`config.mk`:
```
export PLATFORM = sky130hd
export DESIGN_NAME = receptor_serial_flat
export DESIGN_NICKNAME = d
export VERILOG_FILES = /design/src/rtl/receptor_serial_pkg.sv /design/src/rtl/receptor_serial_if.sv /design/src/rtl/receptor_retencion.sv /design/src/rtl/receptor_serial.sv /design/src/flat_wrapper.sv
export SDC_FILE = /design/constraint.sdc
export NUM_CORES = 1
export LEC_CHECK = 0
export BUFFER_PORTS_ARGS = -buffer_cell sky130_fd_sc_hd__buf_2
export CORE_UTILIZATION = 55
export DETAILED_ROUTE_END_ITERATION = 6
export GPL_TIMING_DRIVEN = 0
export PLACE_DENSITY = 0.9
export SYNTH_ARGS = -nofsm -noshare
export SYNTH_HDL_FRONTEND = slang
export SYNTH_SLANG_ARGS = --single-unit
export TNS_END_PERCENT = 1
```
`constraint.sdc`:
```
create_clock -name clk -period 2.2 [get_ports clk]
set_input_delay 0.22 -clock clk [delete_from_list [all_inputs] [get_ports clk]]
set_output_delay 0.22 -clock clk [all_outputs]
set_load 0.03 [all_outputs]
```
`src/rtl/receptor_serial_pkg.sv`:
```
// Shared types and constants for the receptor_serial framed receiver.
package receptor_serial_pkg;

  // Receiver FSM encoding.
  typedef enum logic [1:0] {
    StIdle = 2'b00,
    StData = 2'b01,
    StStop = 2'b10
  } rx_state_e;

  // Bit-order selector values for DIR.
  localparam logic MsbFirst = 1'b0;
  localparam logic LsbFirst = 1'b1;

endpackage

```
`src/rtl/receptor_serial_if.sv`:
```
// Serial-line plus parallel-handshake bundle for receptor_serial.
// slave is the receiver side; master is the line driver / word consumer.
interface receptor_serial_if #(
  parameter int unsigned WIDTH = 4
);
  logic             ENB;
  logic             DIR;
  logic             S_IN;
  logic             READY;
  logic [WIDTH-1:0] Q;
  logic             VALID;
  logic             FRAME_ERR;
  logic             OVERRUN;
  logic             BUSY;

  modport master (
    output ENB, DIR, S_IN, READY,
    input  Q, VALID, FRAME_ERR, OVERRUN, BUSY
  );

  modport slave (
    input  ENB, DIR, S_IN, READY,
    output Q, VALID, FRAME_ERR, OVERRUN, BUSY
  );
endinterface

```
`src/rtl/receptor_retencion.sv`:
```
// Output holding register: keeps the last good word with a VALID/READY
// handshake and flags a dropped word when a delivery finds it still full.
module receptor_retencion #(
  parameter int unsigned WIDTH = 4
) (
  input  logic             clk_i,
  input  logic             rst_ni,
  input  logic             deliver_i,
  input  logic [WIDTH-1:0] data_i,
  input  logic             ready_i,
  output logic [WIDTH-1:0] q_o,
  output logic             valid_o,
  output logic             overrun_o
);

  logic [WIDTH-1:0] q_q;
  logic             valid_q;
  logic             overrun_q;

  // Load on delivery when empty or being drained this cycle; otherwise drop and pulse overrun.
  always_ff @(posedge clk_i or negedge rst_ni) begin
    if (!rst_ni) begin
      q_q       <= '0;
      valid_q   <= 1'b0;
      overrun_q <= 1'b0;
    end else begin
      overrun_q <= 1'b0;
      if (deliver_i) begin
        if (!valid_q || ready_i) begin
          q_q     <= data_i;
          valid_q <= 1'b1;
        end else begin
          overrun_q <= 1'b1;
        end
      end else if (valid_q && ready_i) begin
        valid_q <= 1'b0;
      end
    end
  end

  assign q_o       = q_q;
  assign valid_o   = valid_q;
  assign overrun_o = overrun_q;

endmodule

```
`src/rtl/receptor_serial.sv`:
```
// Framed serial-to-parallel receiver: start bit, WIDTH data bits in either
// order, stop bit; good words go to the holding register one cycle later.
module receptor_serial
  import receptor_serial_pkg::*;
#(
  parameter int unsigned WIDTH = 4
) (
  input  logic              clk,
  input  logic              RESET_N,
  receptor_serial_if.slave  bus
);

  localparam int unsigned     CntW    = (WIDTH > 1) ? $clog2(WIDTH) : 1;
  localparam logic [CntW-1:0] CntLast = CntW'(WIDTH - 1);

  rx_state_e        state_q;
  logic [CntW-1:0]  cnt_q;
  logic [WIDTH-1:0] sh_q;
  logic             dir_q;
  logic             frame_err_q;
  logic             deliver_q;

  // Receive FSM; advances only on strobes, pulses are cleared every cycle.
  always_ff @(posedge clk or negedge RESET_N) begin
    if (!RESET_N) begin
      state_q     <= StIdle;
      cnt_q       <= '0;
      sh_q        <= '0;
      dir_q       <= MsbFirst;
      frame_err_q <= 1'b0;
      deliver_q   <= 1'b0;
    end else begin
      frame_err_q <= 1'b0;
      deliver_q   <= 1'b0;
      if (bus.ENB) begin
        unique case (state_q)
          StIdle: begin
            if (!bus.S_IN) begin
              state_q <= StData;
              cnt_q   <= '0;
              dir_q   <= bus.DIR;
            end
          end
          StData: begin
            if (dir_q == LsbFirst) begin
              sh_q <= {bus.S_IN, sh_q[WIDTH-1:1]};
            end else begin
              sh_q <= {sh_q[WIDTH-2:0], bus.S_IN};
            end
            cnt_q <= cnt_q + 1'b1;
            if (cnt_q == CntLast) begin
              state_q <= StStop;
            end
          end
          StStop: begin
            // A low stop bit is an error only; it never doubles as a start bit.
            state_q <= StIdle;
            if (bus.S_IN) begin
              deliver_q <= 1'b1;
            end else begin
              frame_err_q <= 1'b1;
            end
          end
          default: state_q <= StIdle;
        endcase
      end
    end
  end

  // sh_q cannot change before the delivery edge: a back-to-back start bit
  // only moves IDLE->DATA without shifting.
  receptor_retencion #(
    .WIDTH (WIDTH)
  ) u_retencion (
    .clk_i     (clk),
    .rst_ni    (RESET_N),
    .deliver_i (deliver_q),
    .data_i    (sh_q),
    .ready_i   (bus.READY),
    .q_o       (bus.Q),
    .valid_o   (bus.VALID),
    .overrun_o (bus.OVERRUN)
  );

  assign bus.FRAME_ERR = frame_err_q;
  assign bus.BUSY      = (state_q != StIdle);

endmodule

```
`src/flat_wrapper.sv`:
```
// flat-port wrapper written by rule: the top's interface ports become plain ports
module receptor_serial_flat import receptor_serial_pkg::*;
#(
  parameter int unsigned WIDTH = 4
)
  (clk, RESET_N, bus_ENB, bus_DIR, bus_S_IN, bus_READY, bus_Q, bus_VALID, bus_FRAME_ERR, bus_OVERRUN, bus_BUSY);
  receptor_serial_if #(.WIDTH(WIDTH)) bus_i ();
  input  logic clk;
  input  logic RESET_N;
  input wire logic [$bits(bus_i.ENB)-1:0] bus_ENB;
  input wire logic [$bits(bus_i.DIR)-1:0] bus_DIR;
  input wire logic [$bits(bus_i.S_IN)-1:0] bus_S_IN;
  input wire logic [$bits(bus_i.READY)-1:0] bus_READY;
  output wire logic [$bits(bus_i.Q)-1:0] bus_Q;
  output wire logic [$bits(bus_i.VALID)-1:0] bus_VALID;
  output wire logic [$bits(bus_i.FRAME_ERR)-1:0] bus_FRAME_ERR;
  output wire logic [$bits(bus_i.OVERRUN)-1:0] bus_OVERRUN;
  output wire logic [$bits(bus_i.BUSY)-1:0] bus_BUSY;
  assign bus_i.ENB = bus_ENB;
  assign bus_i.DIR = bus_DIR;
  assign bus_i.S_IN = bus_S_IN;
  assign bus_i.READY = bus_READY;
  assign bus_Q = bus_i.Q;
  assign bus_VALID = bus_i.VALID;
  assign bus_FRAME_ERR = bus_i.FRAME_ERR;
  assign bus_OVERRUN = bus_i.OVERRUN;
  assign bus_BUSY = bus_i.BUSY;
  receptor_serial #(.WIDTH(WIDTH)) u_core (.clk(clk), .RESET_N(RESET_N), .bus(bus_i));
endmodule
```
==> flow_summary.html <==
<table>
<tr><th>Metric</th><th>Value</th></tr>
<tr><th colspan="2">Outcome</th></tr>
<tr><td>Run status</td><td>completed</td></tr>
<tr><th colspan="2">CTS</th></tr>
<tr><td>Later-pin clock latency in the skew report</td><td>0.29 ns</td></tr>
<tr><td>Deepest level of the CTS H-tree</td><td>1</td></tr>
<tr><td>Number of buffers created by CTS</td><td>3</td></tr>
<tr><td>Cts-stage hold buffer count</td><td>1</td></tr>
<tr><td>Post-CTS clock slew at the launch and capture registers of the worst setup and hold paths</td><td>0.09 ns</td></tr>
<tr><td>Clock tree from TritonCTS</td><td>done</td></tr>
<tr><td>Root cell of the clock tree</td><td>sky130_fd_sc_hd__clkbuf_4</td></tr>
<tr><td>Setup bufs post-CTS</td><td>0</td></tr>
<tr><td>Buffer levels on the longest clock path</td><td>2</td></tr>
<tr><td>Resized Gates After CTS</td><td>0</td></tr>
<tr><td>TritonCTS sink count</td><td>17</td></tr>
<tr><th colspan="2">Global routing</th></tr>
<tr><td>Maximum number of pins on one net before global-route repair</td><td>18</td></tr>
<tr><td>Number of global-route vias before repair</td><td>466</td></tr>
<tr><td>Initial antenna violation count</td><td>0</td></tr>
<tr><td>Wire length of the first global-routing pass</td><td>2040 um</td></tr>
<tr><td>Global-route total usage across every layer</td><td>21.1%</td></tr>
<tr><td>Total overflow reported by the global router</td><td>0</td></tr>
<tr><th colspan="2">Critical path</th></tr>
<tr><td>Max Fanout on Critical Path</td><td>8</td></tr>
<tr><td>Arrival time of the worst setup path</td><td>1.23 ns</td></tr>
<tr><td>Crit-path max cell delay</td><td>0.47 ns</td></tr>
<tr><td>Cell with the biggest individual delay on the critical path</td><td>sky130_fd_sc_hd__dfrtp_1</td></tr>
<tr><td>Critical path start-end classification</td><td>flip-flop to output pin</td></tr>
<tr><td>Critical Path End Type</td><td>output pin</td></tr>
<tr><td>Worst Path Required</td><td>1.98 ns</td></tr>
<tr><td>Worst-path cell chain</td><td>or2_2, buf_2</td></tr>
<tr><td>Critical path startpoint category</td><td>flip-flop</td></tr>
<tr><th colspan="2">Power</th></tr>
<tr><td>Maximum vdd ir drop</td><td>0.654 mV</td></tr>
<tr><td>Leak</td><td>0.000441 uW</td></tr>
<tr><td>Cell area power density</td><td>1200 mW/mm2</td></tr>
<tr><th colspan="2">Timing</th></tr>
<tr><td>Worst relative slew slack</td><td>74.9%</td></tr>
<tr><td>Final setup skew</td><td>0.00406 ns</td></tr>
<tr><td># setup viols final</td><td>0</td></tr>
<tr><td>Final number of hold-violating endpoints</td><td>0</td></tr>
<tr><td>Max Slew Vio Count</td><td>0</td></tr>
<tr><td>Setup WS post-layout</td><td>0.752 ns</td></tr>
<tr><td>Setup repair after global routing missed its margin</td><td>false</td></tr>
<tr><td>Transition at the pin with the smallest max-transition slack</td><td>0.377 ns</td></tr>
<tr><td>Achievable clock frequency</td><td>691 MHz</td></tr>
<tr><td>Shortest clock period the worst path allows after layout</td><td>1.45 ns</td></tr>
<tr><td>Aggregate negative setup slack</td><td>0 ns</td></tr>
<tr><td>Tcrit/Tclk final</td><td>65.8%</td></tr>
<tr><th colspan="2">Floorplanning</th></tr>
<tr><td>Horizontal extent of the die</td><td>38.4 um</td></tr>
<tr><td>Overall die height</td><td>38.4 um</td></tr>
<tr><td>Floorplan die area</td><td>0.00148 mm2</td></tr>
<tr><td>Ports placed on the boundary</td><td>14</td></tr>
<tr><td>Core area</td><td>0.00117 mm2</td></tr>
<tr><td>Effective utilization at floorplan</td><td>62.3%</td></tr>
<tr><td>Site Rows</td><td>12</td></tr>
<tr><th colspan="2">Logic synthesis</th></tr>
<tr><td>Average footprint of a synthesized cell</td><td>12.0 um2</td></tr>
<tr><td>Number of flops mapped to enable cells by yosys</td><td>0</td></tr>
<tr><td>Share of synthesized area occupied by flip-flops and latches</td><td>58.3%</td></tr>
<tr><td>Yosys top cell by area</td><td>sky130_fd_sc_hd__dfrtp_1</td></tr>
<tr><td>Leading register cell type out of synthesis</td><td>sky130_fd_sc_hd__dfrtp_1</td></tr>
<tr><td>Number of instances in the synthesized netlist</td><td>61</td></tr>
<tr><td>Synth top area cells</td><td>sky130_fd_sc_hd__dfrtp_1 (58%), sky130_fd_sc_hd__o21ai_0 (6.2%), sky130_fd_sc_hd__mux2_2 (6.2%)</td></tr>
<tr><td>Distinct cell type count of the synthesized netlist</td><td>21</td></tr>
<tr><td>Seq cells post-synth</td><td>17</td></tr>
<tr><td>Combined area of all synthesized cells</td><td>729 um2</td></tr>
<tr><td>Top cells by count, synth</td><td>sky130_fd_sc_hd__dfrtp_1 (17), sky130_fd_sc_hd__o21ai_0 (9), sky130_fd_sc_hd__nand2_1 (7)</td></tr>
<tr><td>Count leader, synth</td><td>sky130_fd_sc_hd__dfrtp_1</td></tr>
<tr><td>Share of async-settable or async-resettable flops after synthesis</td><td>100%</td></tr>
<tr><td>Area share of the largest cell type after synthesis</td><td>58.3%</td></tr>
<tr><td>Yosys Warn Count</td><td>0</td></tr>
<tr><td>Syn Nets</td><td>68</td></tr>
<tr><th colspan="2">Route</th></tr>
<tr><td>Routed wire length on met3</td><td>62 um</td></tr>
<tr><td>Vias after detailed routing</td><td>489</td></tr>
<tr><td>DR top layer</td><td>met4</td></tr>
<tr><td>Drt wl/cell</td><td>13.0 um</td></tr>
<tr><td>Met1 Wirelength</td><td>517 um</td></tr>
<tr><td>Detailed-routing iteration count for the pre-antenna-repair pass</td><td>2</td></tr>
<tr><td>Routed length on met2</td><td>592 um</td></tr>
<tr><td>Antenna violation net count after detailed routing</td><td>0</td></tr>
<tr><td>Vias per inst</td><td>5.26</td></tr>
<tr><td>Number of design rule violations left after detail routing</td><td>0</td></tr>
<tr><td>Violation count after the first detailed-routing iteration</td><td>5</td></tr>
<tr><td>Total length of routed wires</td><td>1210 um</td></tr>
<tr><th colspan="2">Placement</th></tr>
<tr><td>Half-perimeter wire length after detailed placement</td><td>926 um</td></tr>
<tr><td>Setup WS pre-CTS</td><td>0.952 ns</td></tr>
<tr><td>Global placement routability congestion</td><td>0.739</td></tr>
<tr><td>PortBufs</td><td>13</td></tr>
<tr><th colspan="2">Final layout</th></tr>
<tr><td>Sequential cell area</td><td>425 um2</td></tr>
<tr><td>Fraction of final layout cells with drive strength greater than 1</td><td>34.2%</td></tr>
<tr><td>Area added between synthesis and finish</td><td>16.3%</td></tr>
<tr><td>NumNets Final</td><td>87</td></tr>
<tr><td>Filler cell count in the final layout</td><td>94</td></tr>
<tr><td>Inserted Diodes</td><td>0</td></tr>
<tr><td>Area occupied by multi-input gates</td><td>280 um2</td></tr>
<tr><th colspan="2">Flow run</th></tr>
<tr><td>Max Cap Viol</td><td>0</td></tr>
<tr><th colspan="2">Min path</th></tr>
<tr><td>Hold Path Class</td><td>input pin to flip-flop</td></tr>
</table>
-- final timing paths --
check	startpoint	endpoint	slack [ns]	depth (start not counted)
max in group asynchronous	RESET_N	u_core.sh_q[1]$_DFFE_PN0P_	1.56	2
worst max-delay path	u_core.state_q[1]$_DFFE_PN0P_	bus_BUSY	0.75	2
worst min register to register	u_core.deliver_q$_DFF_PN0_	u_core.u_retencion.valid_o$_DFFE_PN0P_	0.48	2
worst max register to register	u_core.state_q[0]$_DFFE_PN0P_	u_core.dir_q$_DFFE_PN0P_	0.95	3
worst min-delay path	bus_DIR	u_core.dir_q$_DFFE_PN0P_	0.16	2
min in group asynchronous	RESET_N	u_core.sh_q[0]$_DFFE_PN0P_	0.37	2
-- logic make-up (layout without fill, tap and decap cells) --
family	Yosys count	count (layout)	synth area share (%)
mux	9	9	13.7
fa+ha+maj	1	1	1.71
flops	17	17	58.3
buf+inv	6	24	3.26
simple gates	17	17	14.8
compound gates	11	11	8.23
-- registers in the layout, indices dropped and copies added, names as in the netlist --
name and flops:
u_core.bus.FRAME_ERR 1, u_core.cnt_q 2, u_core.deliver_q 1, u_core.dir_q 1
u_core.sh_q 4, u_core.state_q 2, u_core.u_retencion.overrun_o 1, u_core.u_retencion.q_o 4
u_core.u_retencion.valid_o 1
-- worst max-delay path, delay by kind of cell, from the launching register on --
kind                   cells  cell delay [ns]
flip-flops                 1             0.47
buffers and inverters      1             0.18
AND/OR/NAND/NOR            1             0.30
-- routing by layer --
layer  GRT usage (%)  vias up
met1            27.3      227
met5               0        -
met3            3.49        5
met2            33.1       14
li1                -      243
met4            12.9        0
-- metrics by stage --
| step | total power, uW | std cells | cell area (um2) | hold WS (ns) | util [%] |
|---|---|---|---|---|---|
| 2_1_floorplan | 761 | 61 | 729 | -0.0756 | - |
| 3_3_place_gp | 838 | 88 | 812 | 0.152 | 69.3 |
| 3_5_place_dp | 864 | 88 | 812 | 0.155 | 69.3 |
| 4_1_cts | 1020 | 93 | 848 | 0.157 | 72.4 |
| 5_1_grt | 1090 | 93 | 848 | 0.164 | 72.4 |
| 6_report | 1020 | 93 | 848 | 0.159 | 72.4 |
-- power breakdown --
group	total, uW	switching (uW)	internal, uW	leakage (uW)
logic	361	200	162	0.000202
registers	493	81.4	411	0.000225
clock network	162	91.1	70.6	0.0000150
-- final cells by class --
| cell class | instances | share of cell area, % |
|---|---|---|
| timing repair buffer | 14 | 8.85 |
| clock buffer | 4 | 3.10 |
| buffer | 2 | 1.03 |
| tap | 14 | 2.06 |
| multi-input combinational | 38 | 33.0 |
| inverter | 4 | 1.77 |
| sequential | 17 | 50.1 |
-- placed cells by master (no fill, tap or decap) --
cell	n
sky130_fd_sc_hd__dlygate4sd3_1	1
sky130_fd_sc_hd__mux2_2	4
sky130_fd_sc_hd__mux2i_1	4
sky130_fd_sc_hd__buf_1	1
sky130_fd_sc_hd__nor2b_1	1
sky130_fd_sc_hd__dfrtp_1	17
sky130_fd_sc_hd__a21o_2	1
sky130_fd_sc_hd__nand3b_1	1
sky130_fd_sc_hd__nor2_1	2
sky130_fd_sc_hd__o21ai_0	9
sky130_fd_sc_hd__o22ai_1	1
sky130_fd_sc_hd__inv_1	4
sky130_fd_sc_hd__nand2b_1	1
sky130_fd_sc_hd__nor3b_4	1
sky130_fd_sc_hd__buf_2	14
sky130_fd_sc_hd__nand2_1	7
sky130_fd_sc_hd__clkbuf_1	1
sky130_fd_sc_hd__and3_2	1
sky130_fd_sc_hd__or2_2	1
sky130_fd_sc_hd__nor2b_4	1
sky130_fd_sc_hd__ha_1	1
sky130_fd_sc_hd__or2b_1	1
sky130_fd_sc_hd__clkbuf_4	3
sky130_fd_sc_hd__mux2_4	1
(Power assumes the default switching activity.)
